File: src/rtl/io_bus_arbiter.sv
// Two-master round-robin arbiter sharing one memory-mapped target port between the core (M0) and
// the debug/loader master (M1), with bounded bursts and in-order read-return tracking.
module io_bus_arbiter #(
  parameter int ADDR_W     = 32,
  parameter int DATA_W     = 32,
  parameter int RD_LATENCY = 1,
  parameter int MAX_BURST  = 4
) (
  input  logic                i_clk,
  input  logic                i_reset,
  input  logic                i_m0_req,
  input  logic                i_m0_wren,
  input  logic [ADDR_W-1:0]   i_m0_addr,
  input  logic [DATA_W-1:0]   i_m0_wdata,
  input  logic [DATA_W/8-1:0] i_m0_bmask,
  output logic                o_m0_gnt,
  output logic                o_m0_rvalid,
  output logic [DATA_W-1:0]   o_m0_rdata,
  input  logic                i_m1_req,
  input  logic                i_m1_wren,
  input  logic [ADDR_W-1:0]   i_m1_addr,
  input  logic [DATA_W-1:0]   i_m1_wdata,
  input  logic [DATA_W/8-1:0] i_m1_bmask,
  output logic                o_m1_gnt,
  output logic                o_m1_rvalid,
  output logic [DATA_W-1:0]   o_m1_rdata,
  output logic                o_s_en,
  output logic                o_s_wren,
  output logic [ADDR_W-1:0]   o_s_addr,
  output logic [DATA_W-1:0]   o_s_wdata,
  output logic [DATA_W/8-1:0] o_s_bmask,
  input  logic [DATA_W-1:0]   i_s_rdata
);

  localparam logic [3:0] MAX_CNT = 4'(MAX_BURST);

  logic                  owner_q, owner_d;
  logic [3:0]            burst_cnt_q, burst_cnt_d;
  logic [RD_LATENCY-1:0] rp_vld_q, rp_vld_d;
  logic [RD_LATENCY-1:0] rp_id_q, rp_id_d;

  logic gnt0, gnt1;
  logic xfer, xfer_id, xfer_rd;

  // Grants are suppressed while reset is held so no target access can leak out.
  always_comb begin
    gnt0 = 1'b0;
    gnt1 = 1'b0;
    if (i_reset) begin
      if (i_m0_req && i_m1_req) begin
        if (burst_cnt_q == MAX_CNT) begin
          gnt0 = owner_q;
          gnt1 = ~owner_q;
        end else begin
          gnt0 = ~owner_q;
          gnt1 = owner_q;
        end
      end else begin
        gnt0 = i_m0_req;
        gnt1 = i_m1_req;
      end
    end
  end

  assign xfer    = gnt0 | gnt1;
  assign xfer_id = gnt1;
  assign xfer_rd = (gnt0 & ~i_m0_wren) | (gnt1 & ~i_m1_wren);

  always_comb begin
    owner_d     = owner_q;
    burst_cnt_d = burst_cnt_q;
    if (xfer) begin
      if (xfer_id == owner_q) begin
        burst_cnt_d = (burst_cnt_q == MAX_CNT) ? MAX_CNT : burst_cnt_q + 4'd1;
      end else begin
        owner_d     = xfer_id;
        burst_cnt_d = 4'd1;
      end
    end else begin
      burst_cnt_d = 4'd0;
    end
  end

  // Return pipe shifts every cycle; the last stage lines up with the target's read data.
  always_comb begin
    rp_vld_d = rp_vld_q;
    rp_id_d  = rp_id_q;
    for (int i = RD_LATENCY - 1; i > 0; i--) begin
      rp_vld_d[i] = rp_vld_q[i-1];
      rp_id_d[i]  = rp_id_q[i-1];
    end
    rp_vld_d[0] = xfer_rd;
    rp_id_d[0]  = xfer_id;
  end

  always_ff @(posedge i_clk or negedge i_reset) begin
    if (!i_reset) begin
      owner_q     <= 1'b0;
      burst_cnt_q <= 4'd0;
      rp_vld_q    <= '0;
      rp_id_q     <= '0;
    end else begin
      owner_q     <= owner_d;
      burst_cnt_q <= burst_cnt_d;
      rp_vld_q    <= rp_vld_d;
      rp_id_q     <= rp_id_d;
    end
  end

  assign o_m0_gnt = gnt0;
  assign o_m1_gnt = gnt1;

  assign o_s_en    = xfer;
  assign o_s_wren  = (gnt0 & i_m0_wren) | (gnt1 & i_m1_wren);
  assign o_s_addr  = gnt0 ? i_m0_addr  : (gnt1 ? i_m1_addr  : '0);
  assign o_s_wdata = gnt0 ? i_m0_wdata : (gnt1 ? i_m1_wdata : '0);
  assign o_s_bmask = gnt0 ? i_m0_bmask : (gnt1 ? i_m1_bmask : '0);

  assign o_m0_rvalid = rp_vld_q[RD_LATENCY-1] & ~rp_id_q[RD_LATENCY-1];
  assign o_m1_rvalid = rp_vld_q[RD_LATENCY-1] &  rp_id_q[RD_LATENCY-1];
  assign o_m0_rdata  = o_m0_rvalid ? i_s_rdata : '0;
  assign o_m1_rdata  = o_m1_rvalid ? i_s_rdata : '0;

endmodule
File: config.mk
export PLATFORM = sky130hd
export DESIGN_NAME = io_bus_arbiter
export DESIGN_NICKNAME = d
export VERILOG_FILES = /design/src/rtl/io_bus_arbiter.sv
export SDC_FILE = /design/constraint.sdc
export NUM_CORES = 1
export LEC_CHECK = 0
export ABC_AREA = 0
export CAP_MARGIN = 20
export CORE_AREA = 5 5 117 119
export CTS_CLUSTER_DIAMETER = 200
export DETAILED_ROUTE_END_ITERATION = 10
export DIE_AREA = 0 0 122 124
export PLACE_DENSITY = 0.55
export SLEW_MARGIN = 5
export SYNTH_ARGS = -nofsm -noshare
export SYNTH_HDL_FRONTEND = slang
export SYNTH_SLANG_ARGS = --single-unit
File: constraint.sdc
create_clock -name i_clk -period 2.45 [get_ports i_clk]
set_clock_uncertainty 0.15 [all_clocks]
set_input_delay 0.49 -clock i_clk [delete_from_list [all_inputs] [get_ports i_clk]]
set_output_delay 0.49 -clock i_clk [all_outputs]
set_load 0.02 [all_outputs]
[Word-level counts from Yosys, hierarchy flattened]
Cells that the tools add are included.
Cells by class
  reductions and logical operators: 2
  $add $sub $neg: 1
  eq/ne operators: 2
  bitwise gates (word level): 14
  mux-type cells: 17
Operators by type and width (number)
  two-way mux 32 bit: 6
  two-way mux 4 bit: 5
  bitwise AND 1 bit: 6
  two-way mux 1 bit: 6
  NOT 1 bit: 5
  adder 4 x 1 -> 4 bit, second input constant: 1
  == test 4 x 3 -> 1 bit, second input constant: 1
  bitwise OR 1 bit: 3
  AND reduction 2 bit: 1
  == test 1 bit: 1
  logical AND 1 bit: 1
Storage, ports and cells
  register bits after elaboration: 7
  logic and storage cells: 40
  output and inout port bits: 138
  input bits: 174

[Depth between registers and ports, before layout]
  word-level depth: 7
  mapped depth: 7
  gate-level depth less buffers: 6

[Worst setup path after synthesis]
Ideal clock, no wire load.
  path type: register to output
  from: register burst_cnt_q[0]
  to: output port o_s_bmask[0]
  buffers on the path: 1
  slack: 93 ps
  required time: 1810 ps
  arrival: 1717 ps
  stages on the path, launching flop included: 8
  cells stage by stage: dfrtp_1 > inv_1 > ha_1 > nand3b_2 > o21a_1 > a21oi_4 > buf_2 > a22o_1
Between the ends
  cells in the longest elaborated chain, start to end: 6
  elaborated cells on any way between the ends: 9
  classes of those cells: 1 x eq/ne; 8 x mux
Ends and longest elaborated chain
  start: declaration: RTL line 38  | logic [3:0] burst_cnt_q, burst_cnt_d;
  start signal: assignment: RTL line 104  | burst_cnt_q <= burst_cnt_d;
  == test 4 x 3 -> 1 bit: RTL line 51  | if (burst_cnt_q == MAX_CNT) begin
  two-way mux 1 bit: RTL line 51
  two-way mux 1 bit: RTL line 50  | if (i_m0_req && i_m1_req) begin
  two-way mux 1 bit: RTL line 49  | if (i_reset) begin
  net o_m1_gnt: RTL line 24  | output logic o_m1_gnt,
  two-way mux 4 bit (2 in a row): RTL line 117  | assign o_s_bmask = gnt0 ? i_m0_bmask : (gnt1 ? i_m1_bmask : '0);
  end: declaration: RTL line 31  | output logic [DATA_W/8-1:0] o_s_bmask,
The timed path passes the listed nets, and every way through them passes these cells.

[Worst setup path after layout]
  from: register burst_cnt_q[1]
  to: output port o_s_wdata[29]
Between the ends
  cells in the longest elaborated chain, start to end: 6
  elaborated cells on any way between the ends: 9
  classes of those cells: 1 x eq/ne; 8 x mux
Ends and longest elaborated chain
  == test 4 x 3 -> 1 bit (*): RTL line 51
  two-way mux 1 bit: RTL line 51
  two-way mux 1 bit: RTL line 50
  two-way mux 1 bit: RTL line 49
  two-way mux 32 bit: RTL line 116  | assign o_s_wdata = gnt0 ? i_m0_wdata : (gnt1 ? i_m1_wdata : '0);
  two-way mux 32 bit (*): RTL line 116
  end: declaration: RTL line 30  | output logic [DATA_W-1:0] o_s_wdata,
Every way passes the cells marked *; elsewhere a longest branch is shown, timed or not.

==> impl_metrics.tcl <==
set metrics [dict create \
    status "complete, but fails checks" \
    violations "setup timing" \
    endpoint_kind "output pin" \
    fillerInstances 1230 \
    fin_crit_sh_pct 109 \
    rr_endpoint "rp_vld_q" \
    min_path_type "primary input to async pin" \
    wirelength_microns 13100 \
    syn2layout_area_growth_pct 258 \
    fmax_ghz 0.374 \
    via_per_inst 4.22 \
    yosys_warnings 0 \
    timing.rr.start "burst_cnt_q[1]" \
    mostFrequentLayoutCells "clkdlybuf4s50_1, a22o_1, buf_6" \
    setup_tns_ns -12.88 \
    placed_area_sq_um 4950 \
    design_area_sq_um 5530 \
    rsz0062_at_grt "true" \
    cts_tree "done" \
    hpwlAfterDp_microns 10200 \
    tightest_slew_ns 0.284 \
    finish.utilization_pct 44.4 \
    dr_total_vias 2981 \
    insertion_delay_ns 0.24 \
    synth_area_leaders "a22o_1, and2_1, and3_1, dfrtp_1, buf_2" \
    r2r_setup_slack_ns 0.64 \
    yosysSeqAreaShare_pct 11.4 \
    syn_inst 204 \
    cts_hold_buffers 0 \
    grt_overflow 0 \
    cts_buffer_depth 2 \
    port_buffers 311 \
    cts_buffers 3 \
    relSlewSlack_pct 81.1 \
    cp-start-kind "register" \
    required_ns 1.81 \
    setup_violations 70 \
    arrival_ns 2.03 \
    max_cap_violations 0 \
    antenna_found_initial 0 \
    worst_r2r_path_depth 8 \
    p_leak_nw 2.62 \
    core_sq_um 12500 \
    fp.dieH_microns 124 \
    synth_cell_types 25 \
    fin_ws_ns -0.225 \
    grt_pass1_wl_microns 17800 \
    grt_pass1_vias 3121 \
    diodes 0 \
    crit_fanout 10 \
    yosysTopAreaCellShare_pct 39.7 \
    critPathKind "register to output pin" \
    htreeDepth 1 \
    hold_violations 0 \
    synth_nets 380 \
    yosys_register_bits 7 \
    drt_iter0_markers 70 \
    ant_nets 0 \
    postSynthAreaPerCell_sq_um 7.56 \
    gr-usage-all-layers_pct 15.3 \
    final_common_cell "clkdlybuf4s50_1" \
    start_util_pct 12.4 \
    clk_pin_slew_ns 0.04 \
    rows 41 \
    gp_congestion 0.766 \
    drc 0 \
    die_w_microns 122 \
    synth_area_sq_um 1540 \
    drt_first_pass_iters 4 \
    drive_gt1_share_pct 23.2 \
    cts.sink_count 7 \
    die-area_sq_um 15100 \
    peakVddDrop_mv 0.183 \
    synth_top_area_cell "a22o_1" \
    drv_slew 0 \
    period_needed_ns 2.67 \
    grt_start_max_net_pins 34 \
    post_drt_wl_per_cell_microns 18.5 \
    root_buffer "clkbuf_16" \
    io_pins 312 \
    fin_nets 712 \
    p_per_area_nw_per_um2 276 \
]
critical path, cell delays in order, from the launching register on:
cell and delay [ns]:
dfrtp_1 0.38, inv_2 0.07, ha_4 0.15, nand3b_4 0.12, o21a_4 0.23, a21oi_4 0.16, buf_4 0.14, buf_6 0.12
clkbuf_16 0.15, a22o_1 0.15, buf_6 0.12
sequential cells by signal (all words and copies together), names as in the netlist:
signal	flops
rp_vld_q	1
burst_cnt_q	4
owner_q	1
rp_id_q	1
metrics by stage:
| step | setup slack [ns] | hold slack (ns) | cells | power [W] |
|---|---|---|---|---|
| detailed placement | -0.623 | 0.493 | 681 | 0.00111 |
| finish | -0.225 | 0.487 | 707 | 0.00153 |
| CTS | -0.216 | 0.489 | 706 | 0.00153 |
| global route | -0.306 | 0.510 | 707 | 0.00159 |
| global placement | -0.593 | 0.484 | 681 | 0.00110 |
| floorplan | 0.0925 | 0.0444 | 204 | 0.000494 |
report_power, final:
group / leakage (nW) / switching (W) / internal (W) / total [W]
sequential: 0.0904 / 0.00000711 / 0.000124 / 0.000131
combinational: 2.49 / 0.000449 / 0.000658 / 0.00111
clock: 0.0382 / 0.0000719 / 0.000217 / 0.000289
how the worst max path moves through the flow:
stage / from / to / slack, ns / depth (start not counted)
after floorplan: burst_cnt_q[0] / o_s_bmask[0] / 0.09 / 7
after global placement: i_m0_req / o_s_wdata[12] / -0.59 / 6
after detailed placement: i_m0_req / o_s_wdata[12] / -0.62 / 6
after CTS: burst_cnt_q[1] / o_s_wdata[10] / -0.22 / 10
after global routing: burst_cnt_q[1] / o_s_addr[29] / -0.31 / 9
final: burst_cnt_q[1] / o_s_wdata[29] / -0.22 / 10
layer usage:
layer	up-vias	GRT usage, %	part of all wire, %
met4	0	3.92	1.1
met5	-	0	0
li1	1447	-	-
met1	1345	15.0	35
met3	10	4.63	9.4
met2	179	31.1	55
Yosys cell counts (all sizes together):
master	instances
a22o	70
and2	33
and3	33
buf	15
clkbuf	9
dfrtp	7
nand2	6
inv	5
nor2	4
a21oi	3
nor3	3
ha	2
nor2b	2
o21a	2
xnor2	2
a211o	1
a211oi	1
a31oi	1
mux2i	1
nand3	1
nand3b	1
nor3b	1
o21ai	1
kinds of logic (layout without fill, tap and decap cells):
family,count (synthesis),count (layout),share of synthesized area [%]
compound gates,79,79,44.4
xor+xnor,2,2,1.14
fa+ha+maj,2,2,1.62
buf+inv,29,360,8.27
flops,7,7,11.4
mux,1,1,0.649
simple gates,84,84,32.5
final cells by class:
| class | instances | area (sq um) | area share, % |
|---|---|---|---|
| Clock buffer | 4 | 78.8 | 1.43 |
| Inverter | 5 | 18.8 | 0.339 |
| Multi-Input combinational cell | 168 | 1290 | 23.4 |
| Sequential cell | 7 | 175 | 3.17 |
| Tap cell | 172 | 215 | 3.89 |
| Timing Repair Buffer | 351 | 3750 | 67.8 |
what timing repair did:
action	in CTS	in global routing
gates resized for setup	429	15
cloned	7	2
pin swaps	14	2
buffers inserted	14	0
setup endpoints to repair	73	101
Note: power is estimated with default switching activity, not from simulation.
==> patch: new RTL, same flow settings <==
`RD_LATENCY`: 1 -> 2.
--- a/src/rtl/io_bus_arbiter.sv
+++ b/src/rtl/io_bus_arbiter.sv
@@ -4,5 +4,5 @@
   parameter int ADDR_W     = 32,
   parameter int DATA_W     = 32,
-  parameter int RD_LATENCY = 1,
+  parameter int RD_LATENCY = 2,
   parameter int MAX_BURST  = 4
 ) (
Function: changed (Yosys sat finds a counterexample within 4 cycles, from zero or initial values and one cycle with i_reset low).
==> patch against the unedited design <==
- the run still ends with setup timing left
- setup slack improved by 2.7 ps
- synthesized area rose by 3.2%
- sequential cell count rose by 2
- wire length rose by 4.5%
- power rose by 4.4%
- critical path depth did not move
- cell area rose by 2.6%
- final cell count rose by 0.85%
- critical path type unchanged
==> patch: results (changes against the unedited design) <==
Routed WL per cell = 19.2 um (+3.6%)
DR iter-0 viols = 61 (-13%)
Setup violators final = 70 (unchanged)
Total GRT Usage = 15.0% (-0.31 points)
Final #Nets = 718 (+0.84%)
Setup ws final = -222 ps (+2.70 ps)
CP max stage delay = 380 ps (about the same)
Failing checks = setup timing
Register area share after synthesis = 14.1% (+2.8 points)
Inst Count DP = 684 (+0.44%)
TNS Setup = -11780 ps (+1090 ps)
Slew margin rel. = 82.5% (+1.4 points)
Commonest cells post-synth = a22o_1 (70), and2_1 (33), and3_1 (33)
Largest net degree at the start of global routing = 36 (+5.9%)
DPL Wire Length = 10.6 mm (+3.5%)
WL final = 13.7 mm (+4.5%)
Synth warnings = 0 (unchanged)
Postcts setup bufs = 8 (-6)
Fin util = 45.5% (+1.2 points)
Vias in the first global route = 3073 (-1.5%)
Worst-skew pair later-pin latency = 240 ps (about the same)
Inserted Diodes = 0 (unchanged)
Vias per cell = 4.27 (+1.3%)
Area contributors post-synth = a22o_1 (38%), dfrtp_1 (14%), and2_1 (13%), and3_1 (13%), buf_2 (4.7%)
Worst slack at placement = -581 ps (+41.9 ps)
First-pass GRT wire length = 17.5 mm (-1.7%)
CTS max path bufs = 2 (unchanged)
Area after DPL = 5000 um2 (+1.0%)
VDD IR max = 0.176 mV (-4.0%)
Status = finished with violations
CP Max Fanout = 4 (-6)
Slew Viols, Final = 0 (unchanged)
Post-cts resize count = 409 (-4.7%)
Leakage = 2.59 nW (-1.1%)
Worst min path class = reg2reg
Syn nets = 382 (+0.53%)
Avg Inst Size Synth = 7.73 um2 (+2.2%)
Fraction of layout cells with a size suffix above 1 = 23.8% (+0.67 points)
GPL Wtd Cong = 0.879 (+15%)
[patch: changes by cell type after synthesis, sizes merged]
cell,unedited run,this run
dfrtp,7,9
[patch: final timing paths]
path / from / endpoint / slack, ps / depth (start not counted)
max: burst_cnt_q[0] / o_s_addr[18] / -220 / 10
min: rp_vld_q[0] / rp_vld_q[1] / 200 / 0
max reg2reg: burst_cnt_q[0] / rp_vld_q[0] / 490 / 9
min reg2reg: rp_vld_q[0] / rp_vld_q[1] / 200 / 0
max in group asynchronous: i_reset / rp_vld_q[0] / 1510 / 2
min in group asynchronous: i_reset / burst_cnt_q[0] / 490 / 2
[patch: cells by family after synthesis]
| family | count (synthesis) | synth area share [%] |
|---|---|---|
| AND/OR/NAND/NOR | 84 | 31.5 |
| AO/OA/AOI/OAI | 79 | 43.0 |
| buffers and inverters | 29 | 8.01 |
| flip-flops | 9 | 14.1 |
| XOR/XNOR | 2 | 1.10 |
| adder cells (fa/ha/maj) | 2 | 1.57 |
| multiplexers | 1 | 0.628 |
[patch: cell type report]
class                      count  share of cell area (%)
timing repair buffer         355                    67.8
multi-input combinational    168                    22.7
sequential                     9                    3.97
tap                          172                    3.79
clock buffer                   4                    1.39
inverter                       5                   0.331
[patch: power by group]
group | leakage, nW | internal, W | switching, W | total (W)
Combinational | 2.44 | 0.000677 | 0.000462 | 0.00114
Sequential | 0.117 | 0.000159 | 0.00000873 | 0.000168
Clock | 0.0382 | 0.000217 | 0.0000708 | 0.000288
[patch: metal layers]
| layer | track usage, % | vias to the layer above | routed length, um |
|---|---|---|---|
| li1 | - | 1465 | - |
| met1 | 14.0 | 1377 | 4630 |
| met2 | 31.7 | 189 | 7560 |
| met3 | 4.59 | 15 | 1280 |
| met4 | 3.15 | 0 | 228 |
| met5 | 0 | - | 0 |
